### src/rtl/hazard_ctrl.sv
// Hazard and stall controller for the five-stage MIPS pipeline. It produces per-register
// hold/flush controls from load-use, branch, mult/div occupancy and data-memory wait states.
module hazard_ctrl #(
    parameter int unsigned MDU_CYCLES   = 32,
    parameter int unsigned CNT_WIDTH    = 6,
    parameter int unsigned RegAddrWidth = 5
) (
    input  logic                    clk,
    input  logic                    rst,
    input  logic                    ReadMem_EX,
    input  logic                    WriteReg_EX,
    input  logic [RegAddrWidth-1:0] dest_EX,
    input  logic [RegAddrWidth-1:0] raddr_1_ID,
    input  logic [RegAddrWidth-1:0] raddr_2_ID,
    input  logic                    use_1_ID,
    input  logic                    use_2_ID,
    input  logic                    branch_taken_ID,
    input  logic                    mdu_start_EX,
    input  logic                    mem_req,
    input  logic                    mem_ready,
    output logic                    hold_PC,
    output logic                    hold_IF_ID,
    output logic                    hold_ID_EX,
    output logic                    hold_EX_MEM,
    output logic                    flush_IF_ID,
    output logic                    flush_ID_EX,
    output logic                    flush_EX_MEM,
    output logic                    flush_MEM_WB,
    output logic                    mdu_done,
    output logic [31:0]             stall_cycles
);

    typedef enum logic {
        RUN  = 1'b0,
        BUSY = 1'b1
    } mdu_state_e;

    localparam logic [CNT_WIDTH-1:0] CNT_LOAD = CNT_WIDTH'(MDU_CYCLES - 1);

    mdu_state_e           state_q, state_d;
    logic [CNT_WIDTH-1:0] cnt_q, cnt_d;
    logic [31:0]          stall_cycles_q, stall_cycles_d;

    logic ms;
    logic lu;
    logic md;

    always_comb begin
        ms = mem_req & ~mem_ready;
        lu = ReadMem_EX & WriteReg_EX & (dest_EX != '0) &
             ((use_1_ID & (dest_EX == raddr_1_ID)) |
              (use_2_ID & (dest_EX == raddr_2_ID)));
        md = ((state_q == RUN) & mdu_start_EX) |
             ((state_q == BUSY) & (cnt_q != '0));
    end

    // MDU occupancy: the counter keeps running under a memory stall, but completion waits for it.
    always_comb begin
        state_d  = state_q;
        cnt_d    = cnt_q;
        mdu_done = 1'b0;
        case (state_q)
            RUN: begin
                if (mdu_start_EX && !ms) begin
                    state_d = BUSY;
                    cnt_d   = CNT_LOAD;
                end
            end
            BUSY: begin
                if (cnt_q != '0) begin
                    cnt_d = cnt_q - 1'b1;
                end else if (!ms) begin
                    mdu_done = ~rst;
                    state_d  = RUN;
                end
            end
            default: begin
                state_d = RUN;
                cnt_d   = '0;
            end
        endcase
    end

    always_comb begin
        hold_PC      = 1'b0;
        hold_IF_ID   = 1'b0;
        hold_ID_EX   = 1'b0;
        hold_EX_MEM  = 1'b0;
        flush_IF_ID  = 1'b0;
        flush_ID_EX  = 1'b0;
        flush_EX_MEM = 1'b0;
        flush_MEM_WB = 1'b0;
        if (rst) begin
            flush_IF_ID  = 1'b1;
            flush_ID_EX  = 1'b1;
            flush_EX_MEM = 1'b1;
            flush_MEM_WB = 1'b1;
        end else if (ms) begin
            hold_PC      = 1'b1;
            hold_IF_ID   = 1'b1;
            hold_ID_EX   = 1'b1;
            hold_EX_MEM  = 1'b1;
            flush_MEM_WB = 1'b1;
        end else if (md) begin
            hold_PC      = 1'b1;
            hold_IF_ID   = 1'b1;
            hold_ID_EX   = 1'b1;
            flush_EX_MEM = 1'b1;
        end else if (lu) begin
            hold_PC     = 1'b1;
            hold_IF_ID  = 1'b1;
            flush_ID_EX = 1'b1;
        end else if (branch_taken_ID) begin
            flush_IF_ID = 1'b1;
        end
    end

    always_comb begin
        stall_cycles_d = stall_cycles_q + {31'd0, hold_PC};
        stall_cycles   = stall_cycles_q;
    end

    always_ff @(posedge clk) begin
        if (rst) begin
            state_q        <= RUN;
            cnt_q          <= '0;
            stall_cycles_q <= '0;
        end else begin
            state_q        <= state_d;
            cnt_q          <= cnt_d;
            stall_cycles_q <= stall_cycles_d;
        end
    end

endmodule

### config.mk
export PLATFORM = sky130hd
export DESIGN_NAME = hazard_ctrl
export DESIGN_NICKNAME = d
export VERILOG_FILES = /design/src/rtl/hazard_ctrl.sv
export SDC_FILE = /design/constraint.sdc
export NUM_CORES = 1
export LEC_CHECK = 0
export CAP_MARGIN = 30
export CORE_UTILIZATION = 40
export CTS_CLUSTER_DIAMETER = 100
export CTS_CLUSTER_SIZE = 8
export DETAILED_ROUTE_END_ITERATION = 6
export GPL_TIMING_DRIVEN = 1
export PLACE_DENSITY = 0.76
export SKIP_LAST_GASP = 1
export SLEW_MARGIN = 20
export SYNTH_ARGS = -nofsm -noshare
export SYNTH_HDL_FRONTEND = slang
export SYNTH_SLANG_ARGS = --single-unit
### constraint.sdc
create_clock -name clk -period 5.99 [get_ports clk]
set_clock_uncertainty 0.15 [all_clocks]
set_input_delay 0.599 -clock clk [delete_from_list [all_inputs] [get_ports clk]]
set_output_delay 0.599 -clock clk [all_outputs]
set_load 0.05 [all_outputs]
==> flow_metrics.env <==
export IMPL_cts_clk_slew_worst_paths_ns=0.08
export IMPL_overflow=0
export IMPL_post_route_util_pct=58.7
export IMPL_synthMuxAreaShare_pct=0.542
export IMPL_critical_path_max_stage_delay_ns=0.60
export IMPL_finalWeightedCongestion=0.793
export IMPL_path_class="primary input to flip-flop"
export IMPL_vias=2067
export IMPL_cts_sinks=39
export IMPL_setup_viol=0
export IMPL_async_flop_share_pct=0
export IMPL_synth_ff_type="dfxtp_1"
export IMPL_die_w_um=74.1
export IMPL_drive_above_1_share_pct=4.50
export IMPL_grt_pass1_vias=1897
export IMPL_fp_dieH_um=74.1
export IMPL_wl_per_cell_um=12.7
export IMPL_slew_headroom_pct=65.0
export IMPL_synthAdderAreaFrac_pct=2.41
export IMPL_crit_arrival_ns=3.98
export IMPL_synth_area_leaders="dfxtp_1 38%, or4_1 6.1%, xor2_1 5.9%, a21oi_1 5.3%, o31ai_1 4.3%"
export IMPL_seq_area_frac_synth_pct=37.5
export IMPL_cp_required_ns=6.07
export IMPL_ctsResizeCount=0
export IMPL_tightest_slew_ns=0.523
export IMPL_pin_count=66
export IMPL_ctsHoldBuffers=0
export IMPL_endpoint_kind="flip-flop"
export IMPL_ant_nets=0
export IMPL_fin_cells=378
export IMPL_synth_enable_flop_cells=0
export IMPL_fmax_mhz=257
export IMPL_vias_per_cell=5.47
export IMPL_finalCriticalPeriod_ns=3.90
export IMPL_preCtsSetupSlack_ns=1.81
export IMPL_cts_setup_buffers=0
export IMPL_worstSetupStartpointType="primary input"
export IMPL_cts_buffers=5
export IMPL_finalCritPeriodShare_pct=65.1
export IMPL_post_synth_top_count_cell="dfxtp_1"
export IMPL_post_place_cells=370
export IMPL_first_pass_iters=4
export IMPL_avgSynthCellArea_um2=8.28
export IMPL_hold_viol=0
export IMPL_synth_top_family_by_area="simple AND/OR/NAND/NOR gates"
export IMPL_synth_top_area_share_pct=37.5
export IMPL_rows=25
export IMPL_synth_warnings=0
export IMPL_antenna_cells=0
export IMPL_drc_errors=0
export IMPL_antenna_found_initial=0
export IMPL_critPathMaxFanout=10
export IMPL_synth_distinct_cells=41
export IMPL_wirelength_um=4820
export IMPL_synth_net_count=280
export IMPL_clockRootBuffer="clkbuf_8"
export IMPL_synth_compound_area_share_pct=17.5
export IMPL_crit_chain="clkdlybuf4s50_1 > xor2_1 > nor4_1 > a32oi_1 > o22ai_1 > ha_1 > ha_1 > nand2_1 > or4_1 > or4_1 > a21oi_1"
export IMPL_drt_initial_drc_count=85
export IMPL_cts_tree="done"
export IMPL_hpwlAfterDp_um=3590
export IMPL_ctsHtreeMaxLevel=2
export IMPL_drv_slew=0
export IMPL_crit_slowest_cell="or4_1"
export IMPL_p_per_area_nw_per_um2=194
export IMPL_grt_max_degree=46
export IMPL_synth_seq_cells=39
export IMPL_track_usage_pct=18.6
export IMPL_grt_pass1_wl_um=8100
export IMPL_synthSimpleGateAreaFrac_pct=28.6
export IMPL_yosys_top_cells_count="39 x dfxtp_1, 22 x a21oi_1, 17 x or4_1"
export IMPL_synth_cell_area_um2=2080
export IMPL_initial_utilization_pct=42.9
export IMPL_final_nets=339
export IMPL_min_path_type="flip-flop to flip-flop"
export IMPL_synth_top_cell_by_area="dfxtp_1"
export IMPL_nFillCells=467
export IMPL_area_growth_pct=36.8
export IMPL_p_leak_nw=0.898
export IMPL_maxCapViolations=0
export IMPL_fin_ws_ns=2.09
export IMPL_outcome="completed"
export IMPL_core_area_um2=4850
export IMPL_dieArea_um2=5490
export IMPL_insertion_delay_ns=0.30
export IMPL_fin_tns_setup_ns=0
export IMPL_rsz0062_at_grt="false"
export IMPL_port_buffer_count=65
export IMPL_ir_drop_mv=0.125
export IMPL_cts_buffer_depth=2
export IMPL_synth_xor_area_share_pct=8.84
export IMPL_syn_inst=251
==> critical path, delay by kind of cell <==
kind	cells	cell delay [ns]
xor+xnor	1	0.18
simple gates	4	1.63
fa+ha+maj	2	0.49
buf+inv	1	0.47
compound gates	3	0.60
==> sequential cells by signal, summed over array words and instances (netlist names) <==
name / cells
stall_cycles: 32
cnt_q: 6
state_q: 1
==> final timing paths <==
| check | startpoint | to | slack [ns] | cells past startpoint |
|---|---|---|---|---|
| max | dest_EX[3] | stall_cycles[20] | 2.09 | 11 |
| min reg2reg | stall_cycles[31] | stall_cycles[31] | 0.33 | 2 |
| min | stall_cycles[31] | stall_cycles[31] | 0.33 | 2 |
| max reg2reg | cnt_q[0] | stall_cycles[20] | 2.33 | 12 |
==> area by class of cell <==
type | count | area (µm²) | share of cell area (%)
well taps | 67 | 83.8 | 2.95
multi-input cells | 190 | 1200 | 42.3
clock inverters | 3 | 20.0 | 0.704
repair buffers | 66 | 658 | 23.1
flip-flops and latches | 39 | 781 | 27.4
inverters | 8 | 30.0 | 1.06
clock buffers | 5 | 68.8 | 2.42
==> cells by family after synthesis <==
logic type | Yosys count
compound gates | 58
buf+inv | 22
simple gates | 106
xor+xnor | 21
flops | 39
mux | 1
fa+ha+maj | 4
==> layer usage <==
layer	share of wire (%)	track usage [%]	up-vias
li1	-	-	1058
met1	47	24.0	953
met2	48	31.1	50
met3	3.4	4.07	6
met4	1.2	5.56	0
met5	0	0	-
==> layout by cell type, fill, tap and decap left out, types with 3 or more instances in the layout <==
| master | synthesis | final |
|---|---|---|
| nor3_1 | 11 | 11 |
| nand2_1 | 14 | 14 |
| nand3_1 | 13 | 13 |
| dfxtp_1 | 39 | 39 |
| nand4_1 | 5 | 5 |
| clkbuf_8 | 0 | 5 |
| nand2b_1 | 3 | 3 |
| or3_1 | 10 | 10 |
| xor2_1 | 14 | 14 |
| or4_1 | 17 | 17 |
| clkdlybuf4s50_1 | 0 | 65 |
| nor2_1 | 15 | 15 |
| ha_1 | 4 | 4 |
| a21oi_1 | 22 | 22 |
| nor4_1 | 3 | 3 |
| inv_1 | 8 | 8 |
| o21ai_0 | 10 | 10 |
| nor2b_1 | 5 | 5 |
| xnor2_1 | 7 | 7 |
| a211oi_1 | 4 | 4 |
| o31ai_1 | 12 | 12 |
==> metrics by stage <==
step | total power [mW] | area, µm² | hold WS (ns)
6_report | 0.552 | 2850 | 0.329
5_1_grt | 0.580 | 2850 | 0.384
4_1_cts | 0.558 | 2850 | 0.337
3_5_place_dp | 0.382 | 2760 | 0.325
3_3_place_gp | 0.381 | 2760 | 0.312
2_1_floorplan | 0.344 | 2080 | 0.340
==> power by group <==
part           leakage [nW]  internal [mW]  switching, mW  total, mW
sequential            0.316          0.266        0.00812      0.274
clock                0.0402         0.0810         0.0955      0.176
combinational         0.542         0.0446         0.0565      0.101
total                 0.898          0.392          0.160      0.552
No activity file was read; power rests on OpenSTA's default activity.
==> RTL change (same settings) <==
Reset style: asynchronous (`rst`), changed in one clocked block.
--- a/src/rtl/hazard_ctrl.sv
+++ b/src/rtl/hazard_ctrl.sv
@@ -121,5 +121,5 @@
     end
 
-    always_ff @(posedge clk) begin
+    always_ff @(posedge clk or posedge rst) begin
         if (rst) begin
             state_q        <= RUN;
Formal check against the unedited RTL: differs if rst is asserted again (counterexample within 4 cycles, from zero or initial values and one cycle with rst high); with rst held inactive, the same outputs for 10 cycles.
==> RTL change against the original RTL <==
Fmax increased by 2.8%. Sequential share of layout area grew 6.0 points. Sequential cell count unchanged. Final cell count is 12% lower. Non-clock buffer count stayed put. Area after synthesis is 0.30% higher. First-iteration DRC count grew 35%. Worst hold slack worse by 0.0086 ns. Cell area rose by 2.7%. Routed wire length shrank 7.2%. Setup slack better by 0.11 ns.
Power is not compared: it rests on default switching activity, and its combinational part moved more than twofold at a synthesized area within 25%.
==> RTL change: results (changes against the original RTL) <==
stage;metric;value;unit;change
status;status;completed;;
yosys;most frequent cells after synthesis;dfrtp_1 (39), xnor2_1 (23), xor2_1 (19);;
critical_path;R2R Setup Slk;2.98;ns;+0.65 ns
yosys;xor/xnor share of the synthesized area;0.176;;+0.0879
placed_design;IO Port Bufs;65;;unchanged
yosys;Area contributors post-synth;dfrtp_1 (47%), xnor2_1 (9.7%), xor2_1 (8.0%);;
final_layout;NumNets Final;295;;-13%
placed_design;GPL Wtd Cong;0.747;;-5.8%
global_route;largest net degree at the start of global routing;39;;-15%
yosys;Synth Area in Adders;0.0240;;-0.0000722
critical_path;worst r2r path cells;11;;-1
final_layout;layout cells sized above 1;0.0712;;+0.0261
yosys;Yosys cell types;40;;-2.4%
hold_path;hold path cells;1;;-1
final_layout;total of fill cells in the finished design;420;;-10%
clock_network;Max Root-Sink Buffers;2;;unchanged
routing;routed len/inst;13.4;um;+5.0%
hold_path;Hold Crit Start;stall_cycles[31];;
routing;vias per cell;5.10;;-6.8%
critical_path;Reg-to-Reg Start;cnt_q[0];;
yosys;Synthesized Nets;227;;-19%
placed_design;HPWL Detailed;3.43;mm;-4.5%
critical_path;FF-to-FF End;stall_cycles[24];;
placed_design;placed cell area;2800;um^2;+1.7%
placed_design;Place WS;2.16;ns;+0.358 ns
yosys;ys async rst share;1.00;;+1.00
final_layout;number of diodes;0;;unchanged
routing;DRT iter0 DRCs;115;;+35%
routing;Post-Route WL;4.47;mm;-7.2%
yosys;Compound-Gate Fraction of Synth Area;0.0612;;-0.114
yosys;Cells after Synth;198;;-21%
global_route;Total GRT Usage;0.183;;-0.00276
timing;Slew @ Worst Pin;0.660;ns;+0.137 ns
hold_path;hold endpoint;stall_cycles[31];;
placed_design;DP Cell Count;326;;-12%
critical_path;CP Data Arrival Time;3.04;ns;-0.94 ns
yosys;Seq/Total Area, Yosys;0.468;;+0.0925
global_route;first-pass GRT wire length;7.62;mm;-5.9%
yosys;mux cell area share after synthesis;0.0144;;+0.00898
power;peak supply drop;136;uV;
clock_network;CTS-repair resized insts;0;;unchanged
global_route;vias in the first global route;1708;;-10%
critical_path;crit path max fanout;3;;-7
==> RTL change: final cells by class <==
type                    count  area, um^2  area share
multi-input cells         149        1070       0.365
flip-flops and latches     39         976       0.334
repair buffers             66         658       0.225
well taps                  67        83.8      0.0287
clock buffers               6        82.6      0.0283
inverters                   5        18.8     0.00642
clock inverters             2        35.0      0.0120
==> RTL change: worst max path at each step <==
stage	from	slack, ns	endpoint	cells after the start
floorplan	dest_EX[4]	1.80	stall_cycles[24]	11
global placement	dest_EX[3]	2.22	flush_IF_ID	6
detailed placement	dest_EX[4]	2.16	stall_cycles[26]	11
CTS	dest_EX[4]	2.16	hold_PC	6
global route	dest_EX[4]	1.99	hold_IF_ID	6
finish	dest_EX[4]	2.20	hold_PC	6
==> RTL change: cells by family after synthesis <==
logic type,count (synthesis)
xor gates and xnor gates,42
DFF,39
buffers and inverters,10
and+or+nand+nor,85
AOI/OAI and AO/OA,15
adders and majority gates,4
muxes,3
==> RTL change: layer usage <==
metal	vias up	global-route usage	wire, um
li1	838	-	-
met1	796	0.213	1900
met2	60	0.326	2200
met5	-	0	0
met3	8	0.0461	290
met4	0	0.0692	80
==> RTL change: critical path: stages <==
cell             delay, ns
clkdlybuf4s50_1       0.46
xor2_1                0.18
nor4_1                0.29
a32oi_1               0.20
o31ai_1               0.40
clkdlybuf4s50_1       0.89
==> RTL change: power by group through the flow <==
stage / logic [mW] / clock network (mW) / registers (mW)
floorplan: 0.148 / 0 / 0.426
global placement: 0.306 / 0 / 0.365
detailed placement: 0.312 / 0 / 0.365
CTS: 0.313 / 0.230 / 0.361
global route: 0.333 / 0.242 / 0.369
finish: 0.308 / 0.228 / 0.361
==> RTL change: through the flow <==
step            util  total power [mW]  hold WS [ns]
2_1_floorplan      -             0.574         0.319
3_3_place_gp   0.575             0.671         0.310
3_5_place_dp   0.575             0.677         0.314
4_1_cts        0.599             0.904         0.327
5_1_grt        0.599             0.943         0.337
6_report       0.599             0.897         0.321
